<file path="src/rtl/axum_bus_pkg.sv">
// Shared definitions for the axum bus copier.
//   bus_copier_state_e : copier FSM state encoding
//   BUS_WORD_BYTES     : byte stride between consecutive bus words
//   BUS_BE_ALL         : full-word byte-enable mask
package axum_bus_pkg;

  typedef enum logic [2:0] {
    ST_IDLE,
    ST_RD_REQ,
    ST_RD_WAIT,
    ST_WR_REQ,
    ST_WR_WAIT,
    ST_FIN
  } bus_copier_state_e;

  localparam int unsigned BUS_WORD_BYTES = 4;
  localparam logic [3:0]  BUS_BE_ALL     = 4'hF;

endpackage

</file>
<file path="src/rtl/axum_bus_timeout.sv">
// Wait-state counter for the bus copier.
//   clk_i, rst_ni : clock, synchronous active-low reset
//   clear_i       : restart the count (issued while the request is on the bus)
//   enable_i      : a wait cycle without a response
//   expired_o     : this wait cycle is the TimeoutCycles-th one without a response
module axum_bus_timeout #(
  parameter int unsigned TimeoutCycles = 16
) (
  input  logic clk_i,
  input  logic rst_ni,
  input  logic clear_i,
  input  logic enable_i,
  output logic expired_o
);

  localparam int unsigned CntWidth  = (TimeoutCycles > 1) ? $clog2(TimeoutCycles) : 1;
  localparam logic [CntWidth-1:0] LastCount = CntWidth'(TimeoutCycles - 1);

  logic [CntWidth-1:0] cnt_q, cnt_d;

  // The count holds the number of wait cycles already spent, so the
  // cycle that would bring it to TimeoutCycles is reported directly.
  assign expired_o = enable_i && (cnt_q == LastCount);

  always_comb begin
    cnt_d = cnt_q;
    if (clear_i) begin
      cnt_d = '0;
    end else if (enable_i && !expired_o) begin
      cnt_d = cnt_q + CntWidth'(1);
    end
  end

  always_ff @(posedge clk_i) begin
    if (!rst_ni) begin
      cnt_q <= '0;
    end else begin
      cnt_q <= cnt_d;
    end
  end

endmodule

</file>
<file path="src/rtl/axum_bus_copier.sv">
// Word-granular memory-copy engine, initiator on the axum bus.
// Copies len_i words from src_addr_i to dst_addr_i, one read then one write
// per word, against responders that answer one cycle after the request.
//   control : start_i, src_addr_i, dst_addr_i, len_i
//   status  : busy_o, done_o, err_o, err_timeout_o, err_addr_o, words_done_o
//   bus     : bus_req_o, bus_addr_o, bus_we_o, bus_be_o, bus_wdata_o (registered)
//             bus_rvalid_i, bus_rdata_i, bus_err_i
module axum_bus_copier #(
  parameter int unsigned DataWidth     = 32,
  parameter int unsigned AddressWidth  = 32,
  parameter int unsigned LenWidth      = 16,
  parameter int unsigned TimeoutCycles = 16
) (
  input  logic                      clk_i,
  input  logic                      rst_ni,
  input  logic                      start_i,
  input  logic [AddressWidth-1:0]   src_addr_i,
  input  logic [AddressWidth-1:0]   dst_addr_i,
  input  logic [LenWidth-1:0]       len_i,
  output logic                      busy_o,
  output logic                      done_o,
  output logic                      err_o,
  output logic                      err_timeout_o,
  output logic [AddressWidth-1:0]   err_addr_o,
  output logic [LenWidth-1:0]       words_done_o,
  output logic                      bus_req_o,
  output logic [AddressWidth-1:0]   bus_addr_o,
  output logic                      bus_we_o,
  output logic [DataWidth/8-1:0]    bus_be_o,
  output logic [DataWidth-1:0]      bus_wdata_o,
  input  logic                      bus_rvalid_i,
  input  logic [DataWidth-1:0]      bus_rdata_i,
  input  logic                      bus_err_i
);

  import axum_bus_pkg::*;

  localparam int unsigned BeWidth = DataWidth / 8;
  localparam logic [AddressWidth-1:0] AddrStep = AddressWidth'(BUS_WORD_BYTES);

  bus_copier_state_e state_q, state_d;

  logic [AddressWidth-1:0] src_q, src_d;
  logic [AddressWidth-1:0] dst_q, dst_d;
  logic [LenWidth-1:0]     rem_q, rem_d;
  logic [LenWidth-1:0]     words_done_q, words_done_d;
  logic                    busy_q, busy_d;
  logic                    done_q, done_d;
  logic                    err_q, err_d;
  logic                    err_timeout_q, err_timeout_d;
  logic [AddressWidth-1:0] err_addr_q, err_addr_d;
  logic                    bus_req_q, bus_req_d;
  logic [AddressWidth-1:0] bus_addr_q, bus_addr_d;
  logic                    bus_we_q, bus_we_d;
  logic [BeWidth-1:0]      bus_be_q, bus_be_d;
  logic [DataWidth-1:0]    bus_wdata_q, bus_wdata_d;

  logic [AddressWidth-1:0] src_aligned, dst_aligned, src_next, dst_next;
  logic                    to_clear, to_enable, to_expired;
  logic                    abort;
  logic                    abort_timeout;
  logic [AddressWidth-1:0] abort_addr;
  logic                    unused_addr_lsbs;

  assign src_aligned      = {src_addr_i[AddressWidth-1:2], 2'b00};
  assign dst_aligned      = {dst_addr_i[AddressWidth-1:2], 2'b00};
  assign unused_addr_lsbs = ^{src_addr_i[1:0], dst_addr_i[1:0]};
  assign src_next         = src_q + AddrStep;
  assign dst_next         = dst_q + AddrStep;

  assign to_clear  = (state_q == ST_RD_REQ) || (state_q == ST_WR_REQ);
  assign to_enable = ((state_q == ST_RD_WAIT) || (state_q == ST_WR_WAIT)) && !bus_rvalid_i;

  axum_bus_timeout #(
    .TimeoutCycles (TimeoutCycles)
  ) u_timeout (
    .clk_i     (clk_i),
    .rst_ni    (rst_ni),
    .clear_i   (to_clear),
    .enable_i  (to_enable),
    .expired_o (to_expired)
  );

  // Bus outputs are computed from the next state so the request strobe
  // is high exactly during the RD_REQ/WR_REQ cycles. bus_wdata_q doubles
  // as the read-data holding register between the read and the write.
  always_comb begin
    state_d        = state_q;
    src_d          = src_q;
    dst_d          = dst_q;
    rem_d          = rem_q;
    words_done_d   = words_done_q;
    busy_d         = busy_q;
    done_d         = 1'b0;
    err_d          = err_q;
    err_timeout_d  = err_timeout_q;
    err_addr_d     = err_addr_q;
    bus_req_d      = 1'b0;
    bus_addr_d     = bus_addr_q;
    bus_we_d       = bus_we_q;
    bus_be_d       = BeWidth'(BUS_BE_ALL);
    bus_wdata_d    = bus_wdata_q;
    abort          = 1'b0;
    abort_timeout  = 1'b0;
    abort_addr     = '0;

    unique case (state_q)
      ST_IDLE: begin
        if (start_i) begin
          src_d         = src_aligned;
          dst_d         = dst_aligned;
          rem_d         = len_i;
          err_d         = 1'b0;
          err_timeout_d = 1'b0;
          err_addr_d    = '0;
          words_done_d  = '0;
          busy_d        = 1'b1;
          if (len_i == '0) begin
            state_d = ST_FIN;
            done_d  = 1'b1;
          end else begin
            state_d    = ST_RD_REQ;
            bus_req_d  = 1'b1;
            bus_we_d   = 1'b0;
            bus_addr_d = src_aligned;
          end
        end
      end

      ST_RD_REQ: state_d = ST_RD_WAIT;

      ST_RD_WAIT: begin
        if (bus_rvalid_i) begin
          if (bus_err_i) begin
            abort      = 1'b1;
            abort_addr = src_q;
          end else begin
            bus_wdata_d = bus_rdata_i;
            state_d     = ST_WR_REQ;
            bus_req_d   = 1'b1;
            bus_we_d    = 1'b1;
            bus_addr_d  = dst_q;
          end
        end else if (to_expired) begin
          abort         = 1'b1;
          abort_timeout = 1'b1;
          abort_addr    = src_q;
        end
      end

      ST_WR_REQ: state_d = ST_WR_WAIT;

      ST_WR_WAIT: begin
        if (bus_rvalid_i) begin
          if (bus_err_i) begin
            abort      = 1'b1;
            abort_addr = dst_q;
          end else begin
            src_d        = src_next;
            dst_d        = dst_next;
            words_done_d = words_done_q + LenWidth'(1);
            rem_d        = rem_q - LenWidth'(1);
            if (rem_q == LenWidth'(1)) begin
              state_d = ST_FIN;
              done_d  = 1'b1;
            end else begin
              state_d    = ST_RD_REQ;
              bus_req_d  = 1'b1;
              bus_we_d   = 1'b0;
              bus_addr_d = src_next;
            end
          end
        end else if (to_expired) begin
          abort         = 1'b1;
          abort_timeout = 1'b1;
          abort_addr    = dst_q;
        end
      end

      ST_FIN: begin
        state_d = ST_IDLE;
        busy_d  = 1'b0;
      end

      default: begin
        state_d = ST_IDLE;
        busy_d  = 1'b0;
      end
    endcase

    if (abort) begin
      err_d         = 1'b1;
      err_timeout_d = abort_timeout;
      err_addr_d    = abort_addr;
      done_d        = 1'b1;
      state_d       = ST_FIN;
    end
  end

  always_ff @(posedge clk_i) begin
    if (!rst_ni) begin
      state_q       <= ST_IDLE;
      src_q         <= '0;
      dst_q         <= '0;
      rem_q         <= '0;
      words_done_q  <= '0;
      busy_q        <= 1'b0;
      done_q        <= 1'b0;
      err_q         <= 1'b0;
      err_timeout_q <= 1'b0;
      err_addr_q    <= '0;
      bus_req_q     <= 1'b0;
      bus_addr_q    <= '0;
      bus_we_q      <= 1'b0;
      bus_be_q      <= '0;
      bus_wdata_q   <= '0;
    end else begin
      state_q       <= state_d;
      src_q         <= src_d;
      dst_q         <= dst_d;
      rem_q         <= rem_d;
      words_done_q  <= words_done_d;
      busy_q        <= busy_d;
      done_q        <= done_d;
      err_q         <= err_d;
      err_timeout_q <= err_timeout_d;
      err_addr_q    <= err_addr_d;
      bus_req_q     <= bus_req_d;
      bus_addr_q    <= bus_addr_d;
      bus_we_q      <= bus_we_d;
      bus_be_q      <= bus_be_d;
      bus_wdata_q   <= bus_wdata_d;
    end
  end

  assign busy_o        = busy_q;
  assign done_o        = done_q;
  assign err_o         = err_q;
  assign err_timeout_o = err_timeout_q;
  assign err_addr_o    = err_addr_q;
  assign words_done_o  = words_done_q;
  assign bus_req_o     = bus_req_q;
  assign bus_addr_o    = bus_addr_q;
  assign bus_we_o      = bus_we_q;
  assign bus_be_o      = bus_be_q;
  assign bus_wdata_o   = bus_wdata_q;

endmodule

</file>
<file path="config.mk">
export PLATFORM = sky130hd
export DESIGN_NAME = axum_bus_copier
export DESIGN_NICKNAME = d
export VERILOG_FILES = /design/src/rtl/axum_bus_pkg.sv /design/src/rtl/axum_bus_timeout.sv /design/src/rtl/axum_bus_copier.sv
export SDC_FILE = /design/constraint.sdc
export NUM_CORES = 1
export LEC_CHECK = 0
export ABC_AREA = 1
export ABC_CLOCK_PERIOD_IN_PS = 4450
export CAP_MARGIN = 40
export CORE_MARGIN = 10
export CORE_UTILIZATION = 50
export DETAILED_ROUTE_END_ITERATION = 8
export PLACE_DENSITY_LB_ADDON = 0.1
export SLEW_MARGIN = 25
export SYNTH_ARGS = -nofsm -noshare
export SYNTH_HDL_FRONTEND = slang
export SYNTH_SLANG_ARGS = --single-unit
</file>
<file path="constraint.sdc">
create_clock -name clk_i -period 4.45 [get_ports clk_i]
set_input_delay 1.1125 -clock clk_i [delete_from_list [all_inputs] [get_ports clk_i]]
set_output_delay 1.1125 -clock clk_i [all_outputs]
set_load 0.1 [all_outputs]
</file>
==> impl_metrics.csv, run 1 <==
group,metric,value,unit
die,die_h,169,um
yosys,syn_nets,1907,
route,drc,0,
job,max-cap-violations,0,
route,routed_wl,42400,um
final_layout,final_common_cell,"nand2_1",
pwr,p_sw_share,49.2,%
grt,grt_overflow,0,
pwr,pwr-share-comb,56.1,%
yosys,ys_ff_latch,200,
sta,relSlewSlack,57.3,%
yosys,syn_inst,1784,
sta,finalHoldViolations,0,
die,coreArea,21800,um2
final_layout,layout_common_cells,"nand2_1 (449), nor2_1 (269), clkdlybuf4s50_1 (233)",
placed_design,portBuffers,234,
grt,grt_first_pass_wirelength,67300,um
die,ioPinCount,239,
final_layout,syn2layout_area_growth,49.1,%
grt,grt_max_degree,110,
final_layout,diodes,0,
route,drt_iter0_markers,1641,
clocking,clkTransAtPathRegs,80,ps
clocking,clock_path_buffers,2,
status,outcome,"finished, final reports clean",
critical_path,path_max_fanout,25,
critical_path,cp.required,4790,ps
final_layout,layout-drive-gt1-share,9.47,%
pwr,power,9.79,mW
die,die_area,28500,um2
yosys,yosys_warnings,0,
grt,grtUsageTotal,28.8,%
grt,grt_pass1_vias,12645,
critical_path,criticalPathCategory,"in -> reg",
clocking,numCtsBuffers,17,
final_layout,nets,2200,
clocking,post_cts_resized,0,
route,vias,13291,
die,die_w,169,um
placed_design,dp_cells,2338,
yosys,syn_area,11100,um2
pwr,power.internal,4.97,mW
critical_path,end_kind,"flip-flop",
yosys,synth-seq-area-share,36.2,%
sta,rsz0062_at_grt,"false",
pwr,peakVddDrop,0.000567,V
clocking,clk_latency,450,ps
clocking,cts_setup_buffers,0,
clocking,root_buffer,"clkbuf_16",
sta,finalSetupViolCount,0,
pwr,clkPwrFrac,17.0,%
route,final_antenna_net_count,0,
yosys,synth_edf_count,0,
clocking,cts-htree-levels,4,
yosys,async_flop_share,0,%
yosys,synth.avg_cell_area,6.21,um2
die,start_util,50.7,%
yosys,ys_types,36,
placed_design,place.gp.congestion,0.971,
grt,antenna_found_initial,0,
critical_path,arrival,3630,ps
pwr,powerDensity,593,nW/um2
die,num_rows,54,
clocking,cts_hold_buf,0,
sta,final-max-slew-violation-count,0,
min_path,hold_path.class,"reg -> reg",
sta,layout_worst_path_cycle_share,74.0,%
final_layout,final_cells,2370,
pwr,power_leakage,6.50,nW
clocking,cts_tree,"built",
clocking,cts_sinks,200,
final_layout,final_util,75.6,%
critical_path,critPathLaunchType,"input port",
sta,worst_slew_pin_slew,641,ps
route,dr.pass1.iters,6,
sta,skew,11.6,ps
placed_design,dp_hpwl,31200,um
pwr,seqPwrFrac,26.9,%
route,wl_per_cell,17.9,um
yosys,ys.flop_type,"dfxtp_1",
sta,fin_setup_tns,0,ps
route,viasPerCell,5.61,
pwr,power_switching,4.82,mW
sta,finalCriticalPeriod,3290,ps
sta,max_freq,0.304,GHz
cell usage after synthesis, types with 23 or more instances:
master | n | area [um2]
a21oi_1 | 155 | 776
buf_2 | 23 | 115
clkbuf_1 | 58 | 218
dfxtp_1 | 200 | 4000
inv_1 | 151 | 567
nand2_1 | 449 | 1690
nand3_1 | 112 | 561
nand4_1 | 37 | 231
nor2_1 | 270 | 1010
nor3_1 | 45 | 225
o21ai_0 | 149 | 746
o22ai_1 | 30 | 188
critical path: stages:
cell	delay, ps
clkdlybuf4s50_1	600
inv_1	100
nor2_1	210
inv_2	60
nor2_1	130
nand2_2	340
nand2_2	550
inv_2	240
nor2_1	190
nor2_1	70
metrics by stage:
stage | area (um2) | setup WS (ps) | hold slack, ps
floorplan | 11100 | 1950 | 452
global placement | 13500 | 832 | 444
detailed placement | 15900 | 742 | 451
CTS | 16500 | 1170 | 463
global route | 16500 | 978 | 478
finish | 16500 | 1160 | 462
final timing paths:
| path | start | to | slack, ps | cells after the start |
|---|---|---|---|---|
| min | err_o | err_o | 460 | 2 |
| min reg2reg | err_o | err_o | 460 | 2 |
| max | bus_rvalid_i | bus_addr_o[2] | 1160 | 10 |
| max reg2reg | state_q[2] | bus_addr_o[2] | 1190 | 12 |
cell families after synthesis:
group	after synthesis	share of synthesized area (%)
fa+ha+maj	6	0.678
buf+inv	259	9.61
flops	200	36.2
compound gates	373	17.9
simple gates	943	35.5
xor+xnor	3	0.237
sequential cells by signal (all words and copies together), names as in the netlist, 3 cells and up:
| signal | cells |
|---|---|
| bus_addr_o | 31 |
| bus_wdata_o | 32 |
| dst_q | 30 |
| err_addr_o | 31 |
| rem_q | 16 |
| src_q | 30 |
| state_q | 3 |
| u_timeout.cnt_q | 4 |
| words_done_o | 16 |
layout make-up:
type	count	area, um2
fill	1656	5320
clock inverter	12	153
tap	280	350
sequential	200	4000
clock buffer	20	467
multi-input combinational	1325	6040
timing repair buffer	373	4890
inverter	160	601
power by group through the flow:
stage / Sequential, mW / Clock (mW) / Combinational (mW)
after floorplan: 3.70 / 0 / 2.24
after global placement: 2.64 / 0 / 4.48
after detailed placement: 2.65 / 0 / 5.39
after CTS: 2.62 / 1.67 / 5.43
after global routing: 2.68 / 1.74 / 5.85
final: 2.63 / 1.67 / 5.49
layer usage:
layer  track usage (%)  part of all wire, %
met5                 0                    0
met1              38.0                   40
met3              10.1                   14
met4              7.68                  2.0
met2              43.6                   44
Power figures use the tool's default switching activity.
==> run 2, diff against run 1 <==
ABC_CLOCK_PERIOD_IN_PS = 3300   (was 4450)
clock period = 3.3 ns   (was 4.45 ns; I/O delays follow)
==> run 2 against run 1 <==
Against the previous run:
- design area shrank 16%
- first-iteration DRC count shrank 6.5%
- sequential cell count is the same
- combinational power grew 13%
- critical endpoint is now bus_addr_o[16]
- largest cell class unchanged
- highest routed layer unchanged
==> impl_metrics.csv, run 2 (synthesized netlist as in run 1, its figures left out) <==
group,metric,value,unit
status,outcome,"finished, final reports clean",
die,die_area,28500,um2
sta,worst_slew_pin_slew,602,ps
die,coreArea,21800,um2
pwr,pwr-share-comb,52.2,%
final_layout,final_area,13800,um2
die,die_w,169,um
critical_path,criticalPathCategory,"reg -> reg",
sta,skew,10.3,ps
grt,grt_max_degree,110,
route,drc,0,
route,routed_wl,39400,um
pwr,power_leakage,5.66,nW
clocking,clk_latency,450,ps
critical_path,crit_start,"src_q[2]",
sta,fin_setup_tns,0,ps
final_layout,final_util,63.3,%
placed_design,post_dp_cell_area,13200,um2
placed_design,dp_slack,458,ps
final_layout,layout-drive-gt1-share,10.2,%
grt,grt_first_pass_wirelength,62700,um
sta,finalSetupViolCount,0,
route,final_antenna_net_count,0,
clocking,clock_path_buffers,2,
clocking,clkTransAtPathRegs,80,ps
clocking,root_buffer,"clkbuf_16",
final_layout,diodes,0,
sta,max_freq,0.398,GHz
critical_path,critPathLaunchType,"flip-flop",
pwr,peakVddDrop,0.000525,V
grt,grt_pass1_vias,11627,
final_layout,nets,2082,
die,start_util,50.7,%
die,ioPinCount,239,
sta,finalHoldViolations,0,
placed_design,place.gp.congestion,1.00,
min_path,hold_path.class,"reg -> reg",
route,viasPerCell,5.64,
grt,grtUsageTotal,26.7,%
clocking,post_cts_resized,0,
final_layout,final_common_cell,"nand2_1",
pwr,power.internal,5.63,mW
clocking,cts-htree-levels,4,
final_layout,syn2layout_area_growth,24.7,%
pwr,powerDensity,860,nW/um2
sta,setup_ws,784,ps
route,wl_per_cell,17.5,um
pwr,seqPwrFrac,29.9,%
sta,finalCriticalPeriod,2520,ps
grt,antenna_found_initial,1,
critical_path,path_max_fanout,7,
pwr,power_switching,6.24,mW
clocking,cts_setup_buffers,0,
job,max-cap-violations,0,
sta,final-max-slew-violation-count,0,
sta,layout_worst_path_cycle_share,76.2,%
clocking,numCtsBuffers,17,
die,die_h,169,um
min_path,hold_start,"err_o",
sta,rsz0062_at_grt,"false",
pwr,clkPwrFrac,17.9,%
sta,relSlewSlack,59.9,%
route,vias,12694,
route,dr.pass1.iters,7,
critical_path,r2r_start,"src_q[2]",
final_layout,largest_reg_flops,32,
critical_path,cp.required,3640,ps
placed_design,portBuffers,234,
clocking,cts_sinks,200,
clocking,cts_hold_buf,0,
clocking,cts_tree,"built",
grt,grt_overflow,0,
final_layout,fill_cells,2073,
die,num_rows,54,
placed_design,dp_hpwl,28800,um
route,drt_iter0_markers,1535,
critical_path,arrival,2860,ps
final_layout,layout_common_cells,"nand2_1 (449), nor2_1 (269), dfxtp_1 (200)",
critical_path,end_kind,"flip-flop",
pwr,power,11.9,mW
pwr,p_sw_share,52.6,%
## run 2: per-layer routing
layer	global-route usage (%)	vias to the layer above	routed length, um	share of wire (%)
met3	9.36	55	5080	13
met4	6.59	0	742	1.9
met5	0	-	0	0
li1	-	6209	-	-
met2	39.0	655	16700	43
met1	36.7	5775	16800	43
## run 2: final cells by class
cell class | count | area (um2) | area share (%)
clock buffers | 19 | 443 | 3.21
clock inverters | 13 | 134 | 0.969
inverters | 160 | 601 | 4.35
multi-input cells | 1325 | 6040 | 43.7
flip-flops and latches | 200 | 4000 | 29.0
well taps | 280 | 350 | 2.54
repair buffers | 255 | 2240 | 16.2
## run 2: worst paths after layout
check / to / slack (ps) / depth (start not counted)
setup reg to reg: bus_addr_o[16] / 780 / 10
setup / recovery: bus_addr_o[16] / 780 / 10
hold / removal: err_o / 460 / 2
hold reg to reg: err_o / 460 / 2
## run 2: stage by stage
stage	instances	hold slack [ps]
detailed placement	2220	450
floorplan	1784	452
global route	2252	481
global placement	2220	445
finish	2252	456
CTS	2252	461
## run 2: critical path, stage by stage, from the launching register on
cell	delay, ps
dfxtp_1	470
ha_1	380
nand2_1	110
nor2_1	380
nand2_1	260
nor2_1	190
nand2_1	80
nand3_1	100
nand3_1	210
nor2_1	180
nor2_1	60
## run 2: power by group through the flow
stage,combinational (mW),clock (mW),sequential (mW)
global placement,6.05,0,3.55
finish,6.20,2.13,3.55
floorplan,3.02,0,4.99
detailed placement,6.11,0,3.57
global route,6.69,2.24,3.63
CTS,6.14,2.14,3.53
